==> src/rtl/lcm_cmd_rx.sv <==
// lcm_cmd_rx - command receiver for the local control module (LCM).
//
// Accepts 134-bit command packets and decodes the second word of each
// packet as the command:
//   opcode [127:120], register index [119:112], write data [63:0].
// A command takes effect only once the packet status strobe reports the
// packet as good. A write updates one of the sender configuration
// registers or pulses sent_start. A read raises rd_reg_n for lcm_reg_rd
// and holds it until rd_done.
//
// Optional feature: define LCM_CMD_RX_ERRCNT_EN to add the saturating
// err_cnt output, which counts protocol and command errors.
//
// Ports:
//   clk, rst_n                 clock; asynchronous active-low reset
//   in_lcm_data[133:0]         packet word: [133:132] position, [131:128] byte count, [127:0] payload
//   in_lcm_data_wr             word strobe
//   in_lcm_data_valid          packet status, 1 = good
//   in_lcm_data_valid_wr       status strobe, one per packet
//   in_lcm_data_ready          low while awaiting status or a read response
//   sent_*_o [63:0]            configuration registers, index 1-4
//   sent_start                 one-cycle pulse on a committed write to index 5
//   rd_reg_n[7:0]              requested read index, 0 = none
//   rd_done                    read response sent by lcm_reg_rd
//   err_cnt[15:0]              saturating error count (LCM_CMD_RX_ERRCNT_EN only)
module lcm_cmd_rx #(
  parameter logic [7:0] WR_ENABLE_MASK = 8'h1F
) (
  input  logic         clk,
  input  logic         rst_n,
  input  logic [133:0] in_lcm_data,
  input  logic         in_lcm_data_wr,
  input  logic         in_lcm_data_valid,
  input  logic         in_lcm_data_valid_wr,
  output logic         in_lcm_data_ready,
  output logic [63:0]  sent_start_time_n_reg_o,
  output logic [63:0]  sent_rate_n_reg_o,
  output logic [63:0]  sent_time_reg_o,
  output logic [63:0]  sent_num_reg_o,
  output logic         sent_start,
  output logic [7:0]   rd_reg_n,
`ifdef LCM_CMD_RX_ERRCNT_EN
  output logic [15:0]  err_cnt,
`endif
  input  logic         rd_done
);

  localparam logic [1:0] POS_HEAD = 2'b01;
  localparam logic [1:0] POS_MID  = 2'b11;
  localparam logic [1:0] POS_TAIL = 2'b10;
  localparam logic [7:0] OP_WR    = 8'h01;
  localparam logic [7:0] OP_RD    = 8'h02;

  typedef enum logic [2:0] {
    S_IDLE,
    S_CMD,
    S_SKIP,
    S_WAIT_VLD,
    S_RD_WAIT
  } state_e;

  state_e      state_q, state_d;
  logic        is_head, is_mid, is_tail;
  logic        latch_cmd, commit, err_evt, do_wr, do_rd;
  logic        wr_ok, rd_ok;
  logic [7:0]  op_q, idx_q, op, idx;
  logic [63:0] dat_q, dat;

  assign is_head = in_lcm_data_wr && (in_lcm_data[133:132] == POS_HEAD);
  assign is_mid  = in_lcm_data_wr && (in_lcm_data[133:132] == POS_MID);
  assign is_tail = in_lcm_data_wr && (in_lcm_data[133:132] == POS_TAIL);

  // The word after the head is the command word, whatever its position.
  assign latch_cmd = (state_q == S_CMD) && (is_mid || is_tail);

  // When the command word is also the tail and its status arrives in the
  // same cycle, the live word is decoded instead of the not-yet-latched copy.
  assign op  = latch_cmd ? in_lcm_data[127:120] : op_q;
  assign idx = latch_cmd ? in_lcm_data[119:112] : idx_q;
  assign dat = latch_cmd ? in_lcm_data[63:0]    : dat_q;

  assign wr_ok = (op == OP_WR) && (idx >= 8'd1) && (idx <= 8'd5)
                 && WR_ENABLE_MASK[idx[2:0] - 3'd1];
  assign rd_ok = (op == OP_RD) && (idx >= 8'd1) && (idx <= 8'd12);

  assign in_lcm_data_ready = !((state_q == S_WAIT_VLD) || (state_q == S_RD_WAIT));

  // Byte count and the unused middle of the command word carry no meaning here.
  logic unused_bits;
  assign unused_bits = ^{in_lcm_data[131:128], in_lcm_data[111:64]};

  // NOTE: every signal gets a default at the top of the block so no path
  // leaves one unassigned, which would otherwise infer a latch.
  always_comb begin
    state_d = state_q;
    commit  = 1'b0;
    err_evt = 1'b0;
    do_wr   = 1'b0;
    do_rd   = 1'b0;
    case (state_q)
      S_IDLE: begin
        if (is_head)             state_d = S_CMD;
        else if (in_lcm_data_wr) err_evt = 1'b1;
        if (in_lcm_data_valid_wr) err_evt = 1'b1;
      end
      S_CMD, S_SKIP: begin
        if (is_head) begin
          // A new head abandons the packet in progress.
          state_d = S_CMD;
          err_evt = 1'b1;
        end else if (is_tail) begin
          if (in_lcm_data_valid_wr) commit = 1'b1;
          else                      state_d = S_WAIT_VLD;
        end else if (is_mid && (state_q == S_CMD)) begin
          state_d = S_SKIP;
        end
        if (in_lcm_data_valid_wr && !is_tail) err_evt = 1'b1;
      end
      S_WAIT_VLD: begin
        if (is_head) begin
          state_d = S_CMD;
          err_evt = 1'b1;
        end else if (in_lcm_data_valid_wr) begin
          commit = 1'b1;
        end
      end
      S_RD_WAIT: begin
        if (in_lcm_data_wr) err_evt = 1'b1;
        if (rd_done)        state_d = S_IDLE;
      end
      default: state_d = S_IDLE;
    endcase

    if (commit) begin
      state_d = S_IDLE;
      if (!in_lcm_data_valid) begin
        err_evt = 1'b1;
      end else if (wr_ok) begin
        do_wr = 1'b1;
      end else if (rd_ok) begin
        do_rd   = 1'b1;
        state_d = S_RD_WAIT;
      end else begin
        err_evt = 1'b1;
      end
    end
  end

  // NOTE: sequential state is written with non-blocking assignments so all
  // registers sample the same pre-edge values regardless of block order.
  always_ff @(posedge clk or negedge rst_n) begin
    if (!rst_n) begin
      state_q <= S_IDLE;
      op_q    <= '0;
      idx_q   <= '0;
      dat_q   <= '0;
    end else begin
      state_q <= state_d;
      if (latch_cmd) begin
        op_q  <= in_lcm_data[127:120];
        idx_q <= in_lcm_data[119:112];
        dat_q <= in_lcm_data[63:0];
      end
    end
  end

  always_ff @(posedge clk or negedge rst_n) begin
    if (!rst_n) begin
      sent_start_time_n_reg_o <= '0;
      sent_rate_n_reg_o       <= '0;
      sent_time_reg_o         <= '0;
      sent_num_reg_o          <= '0;
      sent_start              <= 1'b0;
      rd_reg_n                <= '0;
    end else begin
      sent_start <= do_wr && (idx == 8'd5);
      if (do_wr) begin
        case (idx)
          8'd1:    sent_start_time_n_reg_o <= dat;
          8'd2:    sent_rate_n_reg_o       <= dat;
          8'd3:    sent_time_reg_o         <= dat;
          8'd4:    sent_num_reg_o          <= dat;
          default: ;
        endcase
      end
      if (do_rd)                                   rd_reg_n <= idx;
      else if ((state_q == S_RD_WAIT) && rd_done)  rd_reg_n <= '0;
    end
  end

`ifdef LCM_CMD_RX_ERRCNT_EN
  always_ff @(posedge clk or negedge rst_n) begin
    if (!rst_n)                                err_cnt <= '0;
    else if (err_evt && (err_cnt != 16'hFFFF)) err_cnt <= err_cnt + 16'd1;
  end
`else
  logic unused_err;
  assign unused_err = err_evt;
`endif

endmodule

==> config.mk <==
export PLATFORM = sky130hd
export DESIGN_NAME = lcm_cmd_rx
export DESIGN_NICKNAME = d
export VERILOG_FILES = /design/src/rtl/lcm_cmd_rx.sv
export SDC_FILE = /design/constraint.sdc
export NUM_CORES = 1
export LEC_CHECK = 0
export CORE_ASPECT_RATIO = 1.2
export CORE_MARGIN = 4
export CORE_UTILIZATION = 47
export CTS_CLUSTER_SIZE = 14
export DETAILED_ROUTE_END_ITERATION = 10
export PLACE_DENSITY = 0.8
export SETUP_SLACK_MARGIN = 0.4
export SYNTH_ARGS = -nofsm -noshare
export SYNTH_HDL_FRONTEND = slang
export SYNTH_SLANG_ARGS = --single-unit
==> constraint.sdc <==
create_clock -name clk -period 2.7 [get_ports clk]
set_input_delay 0.405 -clock clk [delete_from_list [all_inputs] [get_ports clk]]
set_output_delay 0.405 -clock clk [all_outputs]
set_load 0.005 [all_outputs]
==> results of run 1 <==
[kinds of logic after synthesis]
group | count (synthesis) | share of synthesized area [%]
adder cells (fa/ha/maj) | 1 | 0.0752
AO/OA/AOI/OAI | 17 | 1.02
buffers and inverters | 40 | 1.56
flip-flops | 348 | 65.4
XOR/XNOR | 1 | 0.0658
multiplexers | 346 | 29.2
AND/OR/NAND/NOR | 63 | 2.68
[registers in the layout, indices dropped and copies added, names as in the netlist]
name and count:
op_q 8, rd_reg_n 8, sent_start_time_n_reg_o 64, state_q 3, dat_q 64, sent_rate_n_reg_o 64
idx_q 8, sent_time_reg_o 64, sent_num_reg_o 64, sent_start 1
[per-stage QoR]
stage / setup WS (ns) / total power (uW)
after floorplan: 0.399 / 7410
after global placement: -0.228 / 8080
after detailed placement: -0.274 / 8180
after CTS: 0.399 / 13000
after global routing: 0.379 / 13500
final: 0.461 / 12900
[what timing repair did]
item | in CTS | in global routing
hold buffers | 1 | 0
setup buffers | 1 | 8
setup endpoints to repair | 239 | 248
hold endpoints to repair | 67 | 0
pin swaps | 0 | 2
gates cloned | 0 | 7
gates resized for setup | 5 | 9
[worst paths after layout]
path	cells after the start	end	startpoint
worst max-delay path	3	in_lcm_data_ready	state_q[0]
worst min-delay path	2	sent_start_time_n_reg_o[55]	rst_n
worst max register to register	9	sent_time_reg_o[2]	state_q[0]
worst min register to register	1	sent_time_reg_o[60]	sent_time_reg_o[60]
max in group asynchronous	3	sent_time_reg_o[60]	rst_n
min in group clk	1	sent_time_reg_o[60]	sent_time_reg_o[60]
[layout make-up]
| cell class | instances | area share, % |
|---|---|---|
| Clock buffer | 55 | 5.46 |
| Clock inverter | 6 | 0.487 |
| Inverter | 5 | 0.0975 |
| Multi-Input combinational cell | 428 | 23.3 |
| Sequential cell | 348 | 45.3 |
| Tap cell | 379 | 2.46 |
| Timing Repair Buffer | 412 | 23.0 |
[cells in the mapped netlist (2+ instances only)]
cell	count	area share, %
dfrtp_1	348	65
mux2_2	313	26
buf_2	28	1.1
mux2_1	26	2.2
nor2_1	13	0.37
nand2_1	12	0.34
nand3_1	9	0.34
buf_4	6	0.34
mux2i_1	6	0.45
and3_1	5	0.23
inv_1	5	0.14
nor4_1	4	0.19
a211oi_1	3	0.17
nand2b_1	3	0.14
nor3b_1	3	0.17
o2111ai_1	3	0.20
a21oi_1	2	0.075
and2_1	2	0.094
nor3_1	2	0.075
o21ai_0	2	0.075
or4_1	2	0.11
[power groups by stage]
| stage | Combinational (uW) | Clock (uW) | Sequential [uW] |
|---|---|---|---|
| floorplan | 1340 | 0 | 6070 |
| global placement | 1940 | 0 | 6140 |
| detailed placement | 2000 | 0 | 6180 |
| CTS | 2020 | 4900 | 6090 |
| global route | 2230 | 5130 | 6160 |
| finish | 2000 | 4790 | 6100 |
[worst max-delay path, stage by stage (launching register included)]
cell,delay (ns)
dfrtp_2,0.50
nand2b_4,0.12
a2bb2oi_1,0.20
clkdlybuf4s50_1,0.53
[routing by layer]
layer  vias up  GRT usage [%]  wire length (um)
met5         -              0                 0
met3        67           6.28              2480
met4         0           7.39              1230
met1      4373           25.2             13200
li1       3748              -                 -
met2       266           37.1             17900
==> impl_metrics.tcl, run 1 <==
set metrics [dict create \
    grt_pass1_wl_mm 52.0 \
    rsz0062_at_grt "no" \
    syn_area_sq_mm 0.0133 \
    synth-warning-count 0 \
    cts_tree "built" \
    initial_core_util_pct 47.7 \
    cts_root_buffer "clkbuf_16" \
    nFillCells 1876 \
    placedCellCount 1555 \
    routedWlPerCell_um 21.3 \
    slew_viol_final 0 \
    fin_crit_sh_pct 82.9 \
    cp.required_ns 2.30 \
    drive_gt1_share_pct 35.0 \
    powerDensity_mw_per_mm2 670 \
    min_path_type "input pin to async pin" \
    ys.flop_type "dfrtp_1" \
    num_vias 8454 \
    utilization_pct 69.0 \
    hold_viol 0 \
    drt_iter0_markers 339 \
    cts_max_level 2 \
    ys_async_sr_fraction_pct 100 \
    worst_ep_arrival_time_ns 1.83 \
    intPower_uw 9620 \
    switching_power_uw 3270 \
    syn2layout_area_growth_pct 44.5 \
    clock_latency_ns 0.50 \
    synth_edf_count 0 \
    diodes 0 \
    relSlewSlack_pct 56.7 \
    nNetsFinal 1370 \
    yosysUniqueCellTypes 40 \
    rows 67 \
    dr.pass1.iters 4 \
    clkSlewWorstSetupHoldPaths_ns 0.06 \
    numPortBuffers 353 \
    tightest_slew_ns 0.650 \
    cp-start-kind "flip-flop" \
    critical_path_class "flip-flop to output port" \
    grt_max_degree 78 \
    endpoint_kind "output port" \
    holdWs_ns 0.490 \
    finalSetupViolCount 0 \
    max_cap_viol_count 0 \
    die-area_sq_mm 0.0311 \
    worstPathMaxFanout 11 \
    gp_congestion 0.799 \
    regToRegSetupSlack_ns 0.47 \
    fmax_ghz 0.447 \
    die_w_um 162 \
    ir_drop_uv 746 \
    grt_overflow 0 \
    design_area_sq_mm 0.0193 \
    die_y_um 192 \
    synth_fp_nets 956 \
    antenna_found_initial 0 \
    total_leakage_power_uw 0.00913 \
    postPlaceCellArea_sq_mm 0.0178 \
    skew_ns 0.0158 \
    cts_buffers 35 \
    status "completed" \
    grt_pass1_vias 8965 \
    ys_seq_elements 348 \
    drc_errors 0 \
    hpwl_mm 23.4 \
    core_area_sq_mm 0.0279 \
    clock_power_share_pct 37.1 \
    vias_per_cell 5.18 \
    power.share.combinational_pct 15.5 \
    multiInputGateArea_sq_mm 0.00448 \
    period_needed_ns 2.24 \
    seq_area_frac_synth_pct 65.4 \
    synth_cells 816 \
    power_frac_seq_pct 47.3 \
    tns_ns 0 \
    clockBufferDepth 3 \
    syn_avg_cell_area_sq_um 16.3 \
    ant_nets 0 \
    switching_share_pct 25.3 \
    clock_sinks 348 \
    wirelength_mm 34.8 \
    num_io_pins 406 \
    final_cell_mix "351 x clkdlybuf4s50_1, 345 x dfrtp_1, 313 x mux2_2" \
    seq_area_sq_mm 0.00871 \
    final_common_cell "clkdlybuf4s50_1" \
    fin_cells 1633 \
    track_usage_pct 21.2 \
]
No activity file was read; power rests on OpenSTA's default activity.
==> inputs of run 2 (changes only) <==
clock period = 2.3 ns   (was 2.7 ns; I/O delays follow)
==> run 2 against run 1 <==
First-iteration DRC count up 10%. Global-route usage up 1.6 points. Final cell count up 2.0%. Routed wire length up 8.2%. Combinational power up 36%. Register-to-register slack worse by 0.41 ns. Clock power up 17%. Count of clock-buffer cells in the layout down 2.
==> impl_metrics.tcl, run 2 (synthesized netlist as in run 1, its figures left out) <==
set metrics [dict create \
    ant_nets 0 \
    cts_buffers 35 \
    numPortBuffers 353 \
    period_needed_ns 2.24 \
    grt_max_degree 63 \
    clkSlewWorstSetupHoldPaths_ns 0.06 \
    cp-start-kind "flip-flop" \
    grt_overflow 0 \
    num_vias 8696 \
    gp_congestion 0.833 \
    fmax_ghz 0.447 \
    drt_iter0_markers 374 \
    design_area_sq_mm 0.0198 \
    worst_ep_arrival_time_ns 2.61 \
    relSlewSlack_pct 69.9 \
    die_y_um 192 \
    antenna_found_initial 0 \
    rsz0062_at_grt "yes" \
    finalSetupViolCount 0 \
    placedCellCount 1569 \
    worstReg2RegEnd "sent_start_time_n_reg_o[32]" \
    utilization_pct 70.9 \
    worstPathMaxFanout 17 \
    grt_pass1_vias 9436 \
    skew_ns 0.0141 \
    rows 67 \
    max_cap_viol_count 0 \
    drive_gt1_share_pct 38.2 \
    syn2layout_area_growth_pct 48.6 \
    hpwl_mm 24.0 \
    clock_latency_ns 0.50 \
    cts_root_buffer "clkbuf_16" \
    clockBufferDepth 3 \
    hold_viol 0 \
    endpoint_kind "flip-flop" \
    initial_core_util_pct 47.7 \
    num_io_pins 406 \
    grt_pass1_wl_mm 55.3 \
    routedWlPerCell_um 22.6 \
    wirelength_mm 37.7 \
    clock_sinks 348 \
    ir_drop_uv 514 \
    regToRegSetupSlack_ns 0.06 \
    tightest_slew_ns 0.452 \
    fin_crit_sh_pct 97.3 \
    nNetsFinal 1401 \
    track_usage_pct 22.8 \
    fin_cells 1665 \
    reg2reg_depth 9 \
    critical_path_class "flip-flop to flip-flop" \
    diodes 0 \
    postPlaceCellArea_sq_mm 0.0179 \
    die-area_sq_mm 0.0311 \
    cp.required_ns 2.67 \
    cts_tree "built" \
    dr.pass1.iters 4 \
    powerDensity_mw_per_mm2 783 \
    vias_per_cell 5.22 \
    status "completed" \
    cts_max_level 2 \
    core_area_sq_mm 0.0279 \
    drc_errors 0 \
    final_cell_mix "350 x clkdlybuf4s50_1, 346 x dfrtp_1, 311 x mux2_2" \
    final_common_cell "clkdlybuf4s50_1" \
    rr_startpoint "state_q[2]" \
    slew_viol_final 0 \
    min_path_type "input pin to async pin" \
    total_leakage_power_uw 0.00942 \
    nFillCells 1815 \
    die_w_um 162 \
]
## run 2: cell types whose count changed in the layout (fill, tap and decap cells not counted), moves of 3 or more
cell      before  now
buf_12        25   28
buf_6          4    9
buf_4         23   37
mux2_4         0   15
buf_16         0    8
mux2_1        26   13
clkinv_2       1    6
## run 2: worst max path at each step
stage | startpoint | end | slack [ns] | cells past startpoint
6_report | state_q[2] | sent_start_time_n_reg_o[32] | 0.06 | 9
3_3_place_gp | in_lcm_data_wr | sent_time_reg_o[29] | -0.60 | 8
4_1_cts | state_q[2] | sent_time_reg_o[43] | 0.03 | 9
2_1_floorplan | state_q[2] | sent_start_time_n_reg_o[31] | 0.07 | 6
3_5_place_dp | in_lcm_data_wr | sent_time_reg_o[29] | -0.65 | 8
5_1_grt | state_q[1] | sent_time_reg_o[53] | 0.01 | 8
## run 2: metal layers
| layer | global-route usage, % | vias up | wire (um) |
|---|---|---|---|
| met2 | 39.6 | 314 | 19100 |
| met4 | 6.54 | 0 | 1070 |
| met1 | 28.1 | 4481 | 14800 |
| li1 | - | 3834 | - |
| met5 | 0 | - | 0 |
| met3 | 6.52 | 67 | 2680 |
## run 2: stage by stage
step	total power (uW)	hold slack, ns	setup TNS [ns]	worst slack [ns]
floorplan	8720	0.0494	0	0.0655
global placement	9620	0.287	-124.96	-0.603
detailed placement	9740	0.296	-136.76	-0.646
CTS	15400	0.357	0	0.0253
global route	16200	0.371	0	0.0112
finish	15500	0.356	0	0.0618
## run 2: final cells by class
cell class,count,area (sq um),area share [%]
timing repair buffer,443,4860,24.5
sequential,348,8710,44.0
multi-input combinational,428,4590,23.2
inverter,5,18.8,0.0948
clock inverter,9,76.3,0.386
clock buffer,53,1070,5.38
tap,379,474,2.40
## run 2: worst max-delay path, stage by stage (launching register included)
cell,delay [ns]
dfrtp_1,0.38
nand2b_4,0.15
nor3_4,0.18
buf_12,0.16
mux2i_4,0.30
buf_4,0.17
nand4_4,0.08
buf_12,0.18
buf_12,0.16
mux2_1,0.33
## run 2: power breakdown
part	leakage (uW)	internal, uW	total (uW)	switching, uW
clock network	0.000565	3320	5610	2300
registers	0.00469	6850	7150	292
logic	0.00417	1270	2730	1460
## run 2: repair_timing
item,CTS,global route
hold buffers,1,0
pin swaps,3,6
gates resized for setup,22,34
setup endpoints to repair,280,305
buffers inserted,10,10
endpoints found under the hold margin,45,0
gates cloned,6,7
